==> src/rtl/pcode_pkg.sv <==
// Shared types and decode helper for the 4-input priority encoder link.
// Latency: n/a (package only).
// Backpressure: n/a (package only).
package pcode_pkg;

    localparam int PCODE_W = 3;
    localparam int X_W     = 4;

    typedef logic [PCODE_W-1:0] pcode_t;
    typedef logic [X_W:1]       xvec_t;

    // Decoded payload carried through the output buffer.
    typedef struct packed {
        logic  illegal;
        xvec_t x;
    } dec_t;

    // Occupancy of the 2-entry output buffer.
    typedef enum logic [1:0] {
        S_EMPTY = 2'd0,
        S_ONE   = 2'd1,
        S_TWO   = 2'd2
    } occ_t;

    // Priority code back to the one-hot request it stands for; 5..7 are not legal codes.
    function automatic dec_t pcode_to_onehot(input pcode_t p);
        dec_t d;
        d.illegal = 1'b0;
        d.x       = '0;
        case (p)
            3'd1:    d.x = 4'b0001;
            3'd2:    d.x = 4'b0010;
            3'd3:    d.x = 4'b0100;
            3'd4:    d.x = 4'b1000;
            3'd5,
            3'd6,
            3'd7:    d.illegal = 1'b1;
            default: d.x = '0;
        endcase
        return d;
    endfunction

endpackage

==> src/rtl/skid_fifo2.sv <==
// Generic 2-entry valid/ready buffer; head entry drives the outputs.
// Latency: 1 cycle from accept to o_out_vld when empty; full rate with i_out_rdy high.
// Backpressure: o_in_rdy is registered from occupancy only, low while two entries are held.
module skid_fifo2
    import pcode_pkg::*;
#(
    parameter int DW = 8
) (
    input  logic          clk,
    input  logic          rst,
    input  logic          i_in_vld,
    output logic          o_in_rdy,
    input  logic [DW-1:0] i_in_dat,
    output logic          o_out_vld,
    input  logic          i_out_rdy,
    output logic [DW-1:0] o_out_dat
);

    occ_t          r_state;
    logic          r_in_rdy;
    logic          r_out_vld;
    logic [DW-1:0] r_head;
    logic [DW-1:0] r_tail;

    logic w_push;
    logic w_pop;

    assign w_push    = i_in_vld && r_in_rdy;
    assign w_pop     = r_out_vld && i_out_rdy;
    assign o_in_rdy  = r_in_rdy;
    assign o_out_vld = r_out_vld;
    assign o_out_dat = r_head;

    // Occupancy FSM; ready/valid flags are registered alongside the state so
    // in_ready never depends combinationally on the downstream ready.
    always_ff @(posedge clk or posedge rst) begin
        if (rst) begin
            r_state   <= S_EMPTY;
            r_in_rdy  <= 1'b0;
            r_out_vld <= 1'b0;
            r_head    <= '0;
            r_tail    <= '0;
        end else begin
            r_in_rdy <= 1'b1;
            case (r_state)
                S_EMPTY: begin
                    if (w_push) begin
                        r_head    <= i_in_dat;
                        r_out_vld <= 1'b1;
                        r_state   <= S_ONE;
                    end
                end
                S_ONE: begin
                    if (w_push && !w_pop) begin
                        r_tail   <= i_in_dat;
                        r_in_rdy <= 1'b0;
                        r_state  <= S_TWO;
                    end else if (!w_push && w_pop) begin
                        r_out_vld <= 1'b0;
                        r_state   <= S_EMPTY;
                    end else if (w_push && w_pop) begin
                        // Head leaves while the new code arrives: it becomes head directly.
                        r_head <= i_in_dat;
                    end
                end
                S_TWO: begin
                    if (w_pop) begin
                        r_head  <= r_tail;
                        r_state <= S_ONE;
                    end else begin
                        r_in_rdy <= 1'b0;
                    end
                end
                default: begin
                    r_out_vld <= 1'b0;
                    r_state   <= S_EMPTY;
                end
            endcase
        end
    end

endmodule

==> src/rtl/priority_decoder_pipe.sv <==
// Registered decoder from 3-bit priority code to one-hot x[4:1], with illegal-code tracking.
// Latency: 1 cycle from accept to out_valid when empty; 1 code/cycle with out_ready high.
// Backpressure: 2-entry buffer; in_ready drops (registered) once two results are held.
module priority_decoder_pipe
    import pcode_pkg::*;
#(
    parameter int ERR_CNT_W = 8
) (
    input  logic                 clk,
    input  logic                 rst,
    input  logic                 in_valid,
    output logic                 in_ready,
    input  logic [PCODE_W-1:0]   pcode,
    output logic                 out_valid,
    input  logic                 out_ready,
    output logic [X_W:1]         x,
    output logic                 illegal,
    output logic [ERR_CNT_W-1:0] err_cnt,
    output logic                 err_sticky
);

    dec_t                 w_dec;
    dec_t                 w_head;
    logic [X_W:0]         w_dec_bits;
    logic [X_W:0]         w_head_bits;
    logic                 w_accept;
    logic [ERR_CNT_W-1:0] r_err_cnt;
    logic                 r_err_sticky;

    assign w_dec       = pcode_to_onehot(pcode);
    assign w_dec_bits  = w_dec;
    assign w_head      = w_head_bits;
    assign w_accept    = in_valid && in_ready;

    assign x           = w_head.x;
    assign illegal     = w_head.illegal;
    assign err_cnt     = r_err_cnt;
    assign err_sticky  = r_err_sticky;

    skid_fifo2 #(
        .DW (X_W + 1)
    ) u_fifo (
        .clk       (clk),
        .rst       (rst),
        .i_in_vld  (in_valid),
        .o_in_rdy  (in_ready),
        .i_in_dat  (w_dec_bits),
        .o_out_vld (out_valid),
        .i_out_rdy (out_ready),
        .o_out_dat (w_head_bits)
    );

    // Illegal codes are counted when accepted, not when they reach the output.
    always_ff @(posedge clk or posedge rst) begin
        if (rst) begin
            r_err_cnt    <= '0;
            r_err_sticky <= 1'b0;
        end else if (w_accept && w_dec.illegal) begin
            r_err_sticky <= 1'b1;
            if (r_err_cnt != {ERR_CNT_W{1'b1}}) begin
                r_err_cnt <= r_err_cnt + ERR_CNT_W'(1);
            end
        end
    end

endmodule
==> config.mk <==
export PLATFORM = sky130hd
export DESIGN_NAME = priority_decoder_pipe
export DESIGN_NICKNAME = d
export VERILOG_FILES = /design/src/rtl/pcode_pkg.sv /design/src/rtl/skid_fifo2.sv /design/src/rtl/priority_decoder_pipe.sv
export SDC_FILE = /design/constraint.sdc
export NUM_CORES = 1
export LEC_CHECK = 0
export CAP_MARGIN = 20
export CORE_MARGIN = 4
export CORE_UTILIZATION = 35
export CTS_CLUSTER_DIAMETER = 80
export DETAILED_ROUTE_END_ITERATION = 12
export HOLD_SLACK_MARGIN = 0.12
export PLACE_DENSITY_LB_ADDON = 0.05
export SYNTH_ARGS = -nofsm -noshare
export SYNTH_HDL_FRONTEND = slang
export SYNTH_SLANG_ARGS = --single-unit
==> constraint.sdc <==
create_clock -name clk -period 2.1 [get_ports clk]
set_clock_uncertainty 0.05 [all_clocks]
set_input_delay 0.42 -clock clk [delete_from_list [all_inputs] [get_ports clk]]
set_output_delay 0.42 -clock clk [all_outputs]
set_load 0.005 [all_outputs]
-- Word-level counts from Yosys, hierarchy flattened
Index checks and enable logic that the tools add are counted.
- register bits after elaboration: 23
- latch bits: 0
- RAM bits: 0
- memory bits (read-only): 0
- input bits: 7
- output and inout bits: 16
- word-level logic and storage cells: 62
- memories: 0
- $add $sub $neg: 1
- multipliers: 0
- div/mod/pow operators: 0
- magnitude comparators: 0
- equality and inequality tests: 17
- shifts and indexed selects: 0
- mux-type cells: 20
- bitwise operators: 1
- reduce and logical (&&, ||, !) cells: 16
- operator list (cell ; number):
    $mux 5 ; 5
    $pmux 4 s4 ; 1
    $pmux 5 s3 ; 1
    $eq 3x3->1 const B ; 4
    $add 8x1->8 const B ; 1
    $mux 2 ; 4
    $ne 2x1->1 const B ; 4
    $ne 8x8->1 const B ; 1
    $eq 3x2->1 const B ; 2
    $logic_and 1x1->1 ; 6
    $mux 1 ; 6
    $pmux 2 s3 ; 1
    $reduce_and 6->1 ; 1
    $ne 2x2->1 const B ; 2
    $reduce_and 2->1 ; 2
    $reduce_and 4->1 ; 1
    $eq 3x1->1 const B ; 1
    $ne 3x1->1 const B ; 1
    $pmux 1 s3 ; 1
    $reduce_and 3->1 ; 1
    $reduce_bool 3->1 ; 1
    $reduce_or 3->1 ; 1
    $eq 2x1->1 const B ; 1
    $eq 2x2->1 const B ; 1
    other kinds (4) ; 5

-- Logic depth before layout (Yosys ltp)
Gate-level depths: netlist (run 1).
- depth after elaboration: 7
- depth in mapped cells: 6
- mapped depth without buffers: 6

-- Cells and area by module
A second synthesis (run 1) with hierarchy kept.
- cells, all modules: 104
- area, all modules: 1219.9 µm²
- by module, submodules not included (module ; times used ; cells an instance ; area an instance (µm²) ; sequential area each (µm²)):
    skid_fifo2 ; 1 ; 64 ; 754.5 ; 350.3
    priority_decoder_pipe ; 1 ; 40 ; 465.4 ; 225.2

-- Worst setup path before layout (run 1)
Ideal clock, no wire load.
- path type: register -> register
- start point: register u_fifo.r_state[0]
- end point: register u_fifo.r_head[3], in the netlist u_fifo.o_out_dat[3]
- setup time: 0.125 ns
- arrival: 1.684 ns
- required time: 1.925 ns
- setup slack: 0.241 ns
- stages on the path, launching flop included: 6
- path buffers: 0
- clock period less this slack: 1.859 ns
- cell sequence: dfrtp_1 inv_1 ha_1 a21boi_0 a2111oi_4 mux2_4
- word-level cells in the longest chain between the ends: 3
- elaborated cells between the ends (all ways): 11
- classes of those cells: 7 x eq/ne; 1 x mux; 3 x reduce/logical
- ends and longest elaborated chain (element ; RTL line ; RTL):
    start: declaration ; skid_fifo2.sv:19 ; occ_t r_state;
    start signal: assignment ; skid_fifo2.sv:38 ; r_state <= S_EMPTY;
    start signal: assignment ; skid_fifo2.sv:50 ; r_state <= S_ONE;
    start signal: assignment ; skid_fifo2.sv:57 ; r_state <= S_TWO;
    $eq 2x1->1, or another cell as far along ; skid_fifo2.sv:45 ; case (r_state)
    $ne 2x2->1 (no line), or another cell as far along ; n/a ;
    $reduce_and 6->1 (no line) ; n/a ;
    end signal: assignment ; skid_fifo2.sv:48 ; r_head <= i_in_dat;
    end signal: assignment ; skid_fifo2.sv:63 ; r_head <= i_in_dat;
    end signal: assignment ; skid_fifo2.sv:68 ; r_head <= r_tail;
    end: declaration ; skid_fifo2.sv:22 ; logic [DW-1:0] r_head;
Several ways; a longest one is shown, not always the timed one.
A chain may end at the register's enable or synchronous reset.

-- Worst setup path in the final report (run 1)
- start point: register u_fifo.r_state[0]
- end point: register u_fifo.r_state[0]
- word-level cells in the longest chain between the ends: 3
- elaborated cells between the ends (all ways): 8
- classes of those cells: 5 x eq/ne; 1 x mux; 2 x reduce/logical
- ends and longest elaborated chain (element ; RTL line):
    $eq 2x1->1, or another cell as far along ; skid_fifo2.sv:45
    $ne 3x1->1 (no line) / $ne 2x1->1 (equally long branches) ; n/a
    $reduce_and 3->1 (no line) ; n/a
Several ways; a longest one is shown, not always the timed one.

==> results.sh, run 1 <==
export IMPL_outcome="completed"
export IMPL_fmaxAchievable_ghz=0.527
export IMPL_nFillCells=312
export IMPL_nets=168
export IMPL_dieArea_um2=4350
export IMPL_powerDensity_nw_per_um2=1170
export IMPL_grt_antenna_before_repair=0
export IMPL_r2r_setup_slack_ps=200
export IMPL_peakVddDrop_mv=0.412
export IMPL_ios=23
export IMPL_routedWlPerCell_um=13.0
export IMPL_syn_inst=119
export IMPL_area_growth_syn_to_layout_pct=32.8
export IMPL_p_sw_mw=0.661
export IMPL_ys_warnings_count=0
export IMPL_setup_violations=0
export IMPL_endpoint="u_fifo.r_state[0]"
export IMPL_synth_cell_types=30
export IMPL_core_um2=3130
export IMPL_ys_top_cells_by_area="dfrtp_1, nand2_1, ha_1, a21oi_1, nor2_1"
export IMPL_post_cts_buffers=0
export IMPL_finalHoldViolCount=0
export IMPL_drt_initial_drc_count=26
export IMPL_hpwlAfterDp_um=1870
export IMPL_synth_top_area_cell="dfrtp_1"
export IMPL_grt_overflow=0
export IMPL_fp_row_count=20
export IMPL_synth_avg_cell_area_um2=9.87
export IMPL_p_total_mw=1.82
export IMPL_cts_hold_fix_buffers=0
export IMPL_rsz0062_at_grt="no"
export IMPL_hold_path_class="in2async"
export IMPL_grt_use_total_pct=13.8
export IMPL_cts_root_buf="clkbuf_4"
export IMPL_clock_latency_ps=310
export IMPL_p_seq_share_pct=40.7
export IMPL_crit_start="u_fifo.r_state[0]"
export IMPL_cts_sinks=23
export IMPL_cts_resized=0
export IMPL_placed_cells=195
export IMPL_rr_endpoint="u_fifo.r_state[0]"
export IMPL_synth_seq_area_share_pct=49.0
export IMPL_finalCritPeriodShare_pct=90.3
export IMPL_grt_first_pass_wirelength_um=4600
export IMPL_synth_seq_cells=23
export IMPL_max_slew_worst_pin_slew_ps=407
export IMPL_r2r_start="u_fifo.r_state[0]"
export IMPL_drc_errors=0
export IMPL_power_frac_comb_pct=48.0
export IMPL_firstDrtPassIters=4
export IMPL_synthesis_nets=131
export IMPL_vias=984
export IMPL_netlist_area_um2=1170
export IMPL_initial_utilization_pct=37.6
export IMPL_crit_required_ps=2260
export IMPL_antenna_cells=0
export IMPL_io_buffers=22
export IMPL_critical_path_arrival_ps=2060
export IMPL_slew_headroom_pct=72.6
export IMPL_cts_tree="built"
export IMPL_cts_buffers_inserted=3
export IMPL_die_y_um=65.9
export IMPL_layout_drive_gt1_share_pct=14.8
export IMPL_final_common_cell="dfrtp_1"
export IMPL_post_route_min_period_ps=1900
export IMPL_whs_ps=378
export IMPL_power_share_clock_pct=11.3
export IMPL_ant_nets=0
export IMPL_vias_per_cell=4.94
export IMPL_regArea_um2=576
export IMPL_p_leak_nw=0.665
export IMPL_globalplace_congestion=0.818
export IMPL_grt_max_degree=24
export IMPL_yosys_area_top_type_share_pct=49.0
export IMPL_cts_max_path_buffers=2
export IMPL_p_int_mw=1.16
export IMPL_report_final_slew_viol_count=0
export IMPL_grt_pass1_vias=975
export IMPL_cp_start_kind="flip-flop"
export IMPL_path_class="reg2reg"
export IMPL_crit_path_max_fanout=4
export IMPL_clk_pin_slew_worst_paths_ps=130
export IMPL_end_kind="flip-flop"
export IMPL_multi_input_area_um2=573
export IMPL_cap_violations=0
export IMPL_final_cell_mix="dfrtp_1, clkdlybuf4s50_1, nand2_1"
export IMPL_htree_levels=1
export IMPL_layoutNonFillerInstCount=199
export IMPL_r2r_cells=6
export IMPL_wl_um=2580
export IMPL_die_w_um=65.9
export IMPL_p_sw_share_pct=36.3
how the worst min path moves through the flow:
| stage | slack [ps] | cells after the start | startpoint | end |
|---|---|---|---|---|
| after floorplan | 370 | 1 | rst | err_cnt[0] |
| after global placement | 400 | 1 | err_sticky | err_sticky |
| after detailed placement | 410 | 1 | err_sticky | err_sticky |
| after CTS | 370 | 3 | rst | err_cnt[3] |
| after global routing | 390 | 3 | rst | err_cnt[4] |
| final | 380 | 3 | rst | err_cnt[3] |
cells in the mapped netlist, drive strengths merged:
| library cell | instances |
|---|---|
| o2bb2ai | 1 |
| a21oi | 9 |
| nor4 | 2 |
| a2111oi | 1 |
| ha | 5 |
| a31oi | 1 |
| o211ai | 1 |
| nor2 | 12 |
| nand2 | 18 |
| or2 | 2 |
| a41oi | 1 |
| o41ai | 2 |
| nand4b | 1 |
| nor4bb | 1 |
| clkbuf | 2 |
| dfrtp | 23 |
| and4 | 1 |
| and3 | 1 |
| o21a | 1 |
| xnor2 | 5 |
| o21ai | 6 |
| a22o | 1 |
| mux2 | 4 |
| nand4 | 3 |
| and2 | 1 |
| a21boi | 3 |
| nand3 | 5 |
| or3 | 1 |
| inv | 5 |
sequential cells by signal, summed over array words and instances (netlist names):
name and flops:
u_fifo.r_state 2, u_fifo.o_out_dat 5, err_cnt 8, u_fifo.o_out_vld 1, u_fifo.r_tail 5, err_sticky 1
u_fifo.o_in_rdy 1
metal layers:
layer	part of all wire (%)	wire length, um	global-route usage, %	vias to the layer above
met3	4.5	117	3.06	2
met2	47	1220	22.9	21
met5	0	0	0	-
met4	0.81	21	5.33	0
li1	-	-	-	499
met1	47	1230	17.4	462
critical path, cell delays in order, from the launching register on:
cell	delay (ps)
dfrtp_1	430
inv_1	80
ha_1	210
a21boi_0	170
or2_2	340
a31oi_1	170
mux2_2	350
layout make-up:
class	instances	share of cell area [%]
clock buffers	3	1.44
clock inverters	1	0.321
repair buffers	34	19.9
multi-input cells	89	36.7
flip-flops and latches	23	36.9
well taps	44	3.53
inverters	5	1.20
power by group through the flow:
stage | combinational (mW) | sequential, mW | clock [mW]
finish | 0.872 | 0.740 | 0.206
global route | 0.968 | 0.771 | 0.250
CTS | 0.887 | 0.741 | 0.221
detailed placement | 0.881 | 0.748 | 0
global placement | 0.870 | 0.744 | 0
floorplan | 0.500 | 0.731 | 0
per-stage QoR:
step	setup TNS, ps	util, %	setup WS [ps]	area [um^2]
6_report	0	49.9	204	1560
5_1_grt	0	49.9	120	1560
4_1_cts	0	49.9	203	1560
3_5_place_dp	-4.30	49.0	-4.30	1530
3_3_place_gp	0	49.0	37.4	1530
2_1_floorplan	0	-	241	1170
kinds of logic after synthesis:
| logic type | synth area share, % |
|---|---|
| AOI/OAI and AO/OA | 16.2 |
| xor gates and xnor gates | 3.73 |
| adders and majority gates | 5.32 |
| buffers and inverters | 2.24 |
| DFF | 49.0 |
| muxes | 4.15 |
| and+or+nand+nor | 19.4 |
No activity file was read; power rests on OpenSTA's default activity.
==> run 2: changes to the inputs <==
CORE_MARGIN = not set   (was 4)
clock period = 1.8 ns   (was 2.1 ns; I/O delays follow)
==> results.sh, run 2 (synthesis gave the netlist of run 1 again) <==
export IMPL_htree_levels=1
export IMPL_cp_start_kind="flip-flop"
export IMPL_nFillCells=302
export IMPL_regArea_um2=577
export IMPL_vias=1038
export IMPL_worst_path_buf_inv=1
export IMPL_globalRouteMet2Util_pct=27.1
export IMPL_powerDensity_nw_per_um2=1420
export IMPL_drt_initial_drc_count=30
export IMPL_grt_use_total_pct=17.0
export IMPL_drc_errors=0
export IMPL_finalHoldViolCount=0
export IMPL_p_total_mw=2.43
export IMPL_cts_tree="built"
export IMPL_wl_um=2650
export IMPL_hpwlAfterDp_um=2000
export IMPL_cts_hold_fix_buffers=0
export IMPL_slew_headroom_pct=75.5
export IMPL_ios=23
export IMPL_routedWlPerCell_um=12.5
export IMPL_outcome="completed"
export IMPL_p_leak_nw=0.742
export IMPL_critical_path_arrival_ps=1360
export IMPL_die_w_um=59.9
export IMPL_grt_max_degree=24
export IMPL_fmaxAchievable_ghz=0.566
export IMPL_rsz0062_at_grt="yes"
export IMPL_layout_drive_gt1_share_pct=26.8
export IMPL_cts_buffers_inserted=3
export IMPL_grt_pass1_vias=997
export IMPL_use_met1_pct=23.7
export IMPL_grt_busiest_layer="met2"
export IMPL_grtUsageMet3_pct=2.60
export IMPL_max_slew_worst_pin_slew_ps=368
export IMPL_area_growth_syn_to_layout_pct=45.7
export IMPL_hold_path_class="in2async"
export IMPL_crit_required_ps=1390
export IMPL_io_buffers=22
export IMPL_critPathMaxStageDelay_ps=550
export IMPL_cp_slowest_cell="clkdlybuf4s50_1"
export IMPL_grt_antenna_before_repair=0
export IMPL_crit_chain="clkdlybuf4s50_1"
export IMPL_firstDrtPassIters=4
export IMPL_setup_violations=0
export IMPL_end_kind="output port"
export IMPL_report_final_slew_viol_count=0
export IMPL_core_um2=3130
export IMPL_clock_latency_ps=310
export IMPL_cts_root_buf="clkbuf_4"
export IMPL_finalCritPeriodShare_pct=98.2
export IMPL_vias_per_cell=4.90
export IMPL_layoutNonFillerInstCount=212
export IMPL_ant_nets=0
export IMPL_largest_register_ffs=8
export IMPL_initial_utilization_pct=37.6
export IMPL_path_class="reg2out"
export IMPL_grt_overflow=0
export IMPL_placed_cells=207
export IMPL_multi_input_area_um2=618
export IMPL_critPathTopFamily="buffers and inverters"
export IMPL_nets=181
export IMPL_clk_pin_slew_worst_paths_ps=130
export IMPL_setup_tns_ps=0
export IMPL_peakVddDrop_mv=0.599
export IMPL_globalplace_congestion=0.778
export IMPL_cts_sinks=23
export IMPL_die_y_um=59.9
export IMPL_post_route_min_period_ps=1770
export IMPL_cap_violations=0
export IMPL_antenna_cells=0
export IMPL_final_common_cell="buf_4"
export IMPL_crit_path_max_fanout=7
export IMPL_dieArea_um2=3590
export IMPL_cts_max_path_buffers=2
export IMPL_grt_first_pass_wirelength_um=4510
export IMPL_final_cell_mix="buf_4, dfrtp_1, clkdlybuf4s50_1"
export IMPL_fp_row_count=20
[run 2: cell types whose count changed in the layout (fill, tap and decap cells not counted), sizes merged]
| cell | change |
|---|---|
| buf | +13 |
[run 2: area by class of cell]
| cell class | instances | share of cell area [%] |
|---|---|---|
| clock buffer | 3 | 1.32 |
| clock inverter | 1 | 0.292 |
| multi-input combinational | 89 | 36.1 |
| timing repair buffer | 47 | 24.3 |
| tap | 44 | 3.22 |
| inverter | 5 | 1.10 |
| sequential | 23 | 33.7 |
[run 2: metrics by stage]
step | setup slack, ps | instance area, um^2 | utilization (%) | hold slack (ps)
floorplan | 0.336 | 1170 | - | 312
global placement | -153 | 1620 | 51.9 | 400
detailed placement | -204 | 1620 | 51.9 | 411
CTS | -7.36 | 1650 | 52.8 | 324
global route | -39.2 | 1710 | 54.7 | 338
finish | 32.8 | 1710 | 54.7 | 320
[run 2: final timing paths]
| kind | startpoint | endpoint | slack, ps | depth (start not counted) |
|---|---|---|---|---|
| setup / recovery | err_cnt[2] | err_cnt[2] | 30 | 1 |
| min in group clk | err_sticky | err_sticky | 430 | 1 |
| hold reg to reg | err_sticky | err_sticky | 430 | 1 |
| setup reg to reg | u_fifo.r_state[0] | u_fifo.o_out_dat[3] | 60 | 4 |
| max in group asynchronous | rst | u_fifo.o_in_rdy | 1130 | 3 |
| hold / removal | rst | err_cnt[3] | 320 | 3 |
[run 2: timing repair]
| action | in CTS | in global routing |
|---|---|---|
| buffers inserted | 0 | 1 |
| pin swaps | 1 | 4 |
| gates resized for setup | 0 | 17 |
| endpoints found under the setup margin | 4 | 7 |
[run 2: routing by layer]
metal	share of wire, %	wire length (um)
met1	50	1320
met2	47	1260
met3	2.2	58
met4	0.60	16
met5	0	0
[run 2: power breakdown]
group	internal [mW]	total (mW)	switching (mW)
clock network	0.0828	0.240	0.157
registers	0.701	0.871	0.170
logic	0.778	1.32	0.538
==> run 3: changes to the inputs <==
CORE_UTILIZATION = 30   (was 35)
==> results.sh, run 3 (synthesis gave the netlist of run 1 again) <==
export IMPL_grt_busiest_layer="met2"
export IMPL_final_common_cell="buf_4"
export IMPL_cp_start_kind="flip-flop"
export IMPL_globalplace_congestion=0.773
export IMPL_peakVddDrop_mv=0.535
export IMPL_cts_buffers_inserted=3
export IMPL_crit_chain="inv_2 > ha_4 > a21boi_2 > buf_4 > a2111oi_4 > mux2_4"
export IMPL_p_sw_share_pct=35.5
export IMPL_setup_violations=0
export IMPL_cts_hold_fix_buffers=0
export IMPL_grt_antenna_before_repair=0
export IMPL_cts_root_buf="clkbuf_8"
export IMPL_layoutNonFillerInstCount=216
export IMPL_io_buffers=22
export IMPL_crit_required_ps=1900
export IMPL_clock_latency_ps=260
export IMPL_r2r_setup_slack_ps=30
export IMPL_finalHoldViolCount=0
export IMPL_power_share_clock_pct=13.0
export IMPL_routedWlPerCell_um=12.6
export IMPL_drc_errors=0
export IMPL_dieArea_um2=4170
export IMPL_ant_nets=0
export IMPL_grt_overflow=0
export IMPL_placed_cells=211
export IMPL_vias=1038
export IMPL_p_sw_mw=0.880
export IMPL_die_y_um=64.6
export IMPL_firstDrtPassIters=4
export IMPL_fp_row_count=22
export IMPL_path_class="reg2reg"
export IMPL_hold_path_class="in2async"
export IMPL_cap_violations=0
export IMPL_grt_use_total_pct=15.3
export IMPL_report_final_slew_viol_count=0
export IMPL_hpwlAfterDp_um=2020
export IMPL_drt_initial_drc_count=48
export IMPL_cts_max_path_buffers=2
export IMPL_antenna_cells=0
export IMPL_p_total_mw=2.48
export IMPL_grtUsageMet3_pct=2.99
export IMPL_core_um2=3720
export IMPL_outcome="completed"
export IMPL_largest_register_ffs=8
export IMPL_vias_per_cell=4.81
export IMPL_wl_um=2710
export IMPL_area_growth_syn_to_layout_pct=47.9
export IMPL_initial_utilization_pct=31.6
export IMPL_grt_first_pass_wirelength_um=4950
export IMPL_nets=181
export IMPL_ios=23
export IMPL_use_met1_pct=20.7
export IMPL_p_seq_share_pct=35.1
export IMPL_grt_max_degree=24
export IMPL_cts_tree="built"
export IMPL_clk_pin_slew_worst_paths_ps=80
export IMPL_end_kind="flip-flop"
export IMPL_post_route_min_period_ps=1770
export IMPL_cp_slowest_cell="dfrtp_1"
export IMPL_htree_levels=1
export IMPL_powerDensity_nw_per_um2=1430
export IMPL_whs_ps=377
export IMPL_critPathMaxStageDelay_ps=400
export IMPL_finalCritPeriodShare_pct=98.2
export IMPL_critical_path_arrival_ps=1870
export IMPL_p_leak_nw=0.736
export IMPL_cts_sinks=23
export IMPL_final_cell_mix="buf_4, dfrtp_1, clkdlybuf4s50_1"
export IMPL_max_slew_worst_pin_slew_ps=366
export IMPL_rsz0062_at_grt="yes"
export IMPL_grt_pass1_vias=1098
export IMPL_fmaxAchievable_ghz=0.566
export IMPL_globalRouteMet2Util_pct=24.7
export IMPL_die_w_um=64.6
export IMPL_layout_drive_gt1_share_pct=28.6
export IMPL_slew_headroom_pct=75.6
export IMPL_p_int_mw=1.60
export IMPL_crit_path_max_fanout=3
export IMPL_power_frac_comb_pct=51.8
[run 3: routing by layer]
metal / vias up / wire, um
li1: 520 / -
met1: 498 / 1350
met2: 16 / 1260
met3: 4 / 81
met4: 0 / 22
met5: - / 0
[run 3: worst paths after layout]
check                                   from             endpoint  cells past startpoint
max                        u_fifo.r_state[1]  u_fifo.o_out_dat[3]                      6
min                                      rst    u_fifo.r_state[0]                      3
max reg2reg                u_fifo.r_state[1]  u_fifo.o_out_dat[3]                      6
min reg2reg                       err_sticky           err_sticky                      1
max in group asynchronous                rst     u_fifo.r_tail[4]                      3
min in group clk                  err_sticky           err_sticky                      1
[run 3: metrics by stage]
stage | cell area [um^2] | setup slack, ps | util [%] | setup TNS (ps)
finish | 1740 | 31.7 | 46.8 | 0
global route | 1740 | -42.5 | 46.8 | -173
CTS | 1670 | 9.01 | 45.0 | 0
detailed placement | 1630 | -191 | 43.8 | -1220
global placement | 1630 | -162 | 43.8 | -923
floorplan | 1170 | 0.336 | - | 0
[run 3: timing repair]
action                     4_1_cts  5_1_grt
setup endpoints to repair        1        7
pin swaps                        1        3
hold endpoints to repair         0        0
resized for setup                0       17
gates cloned                     0        0
setup buffers                    0        1
[run 3: final cells by class]
cell class | count | area [um^2]
Sequential cell | 23 | 576
Timing Repair Buffer | 47 | 412
Tap cell | 48 | 60.1
Fill cell | 375 | 1980
Clock buffer | 4 | 45.0
Multi-Input combinational cell | 89 | 627
Inverter | 5 | 18.8
[run 3: power groups by stage]
| stage | logic [mW] | registers, mW | clock network [mW] |
|---|---|---|---|
| 2_1_floorplan | 0.584 | 0.853 | 0 |
| 6_report | 1.28 | 0.871 | 0.323 |
| 4_1_cts | 1.17 | 0.859 | 0.335 |
| 3_3_place_gp | 1.15 | 0.857 | 0 |
| 3_5_place_dp | 1.16 | 0.866 | 0 |
| 5_1_grt | 1.43 | 0.907 | 0.354 |
[run 3: critical path: cells and delay by family, from the launching register on]
family | cells | cell delay (ps)
buffers and inverters | 2 | 210
multiplexers | 1 | 330
AO/OA/AOI/OAI | 2 | 510
flip-flops | 1 | 400
adder cells (fa/ha/maj) | 1 | 160
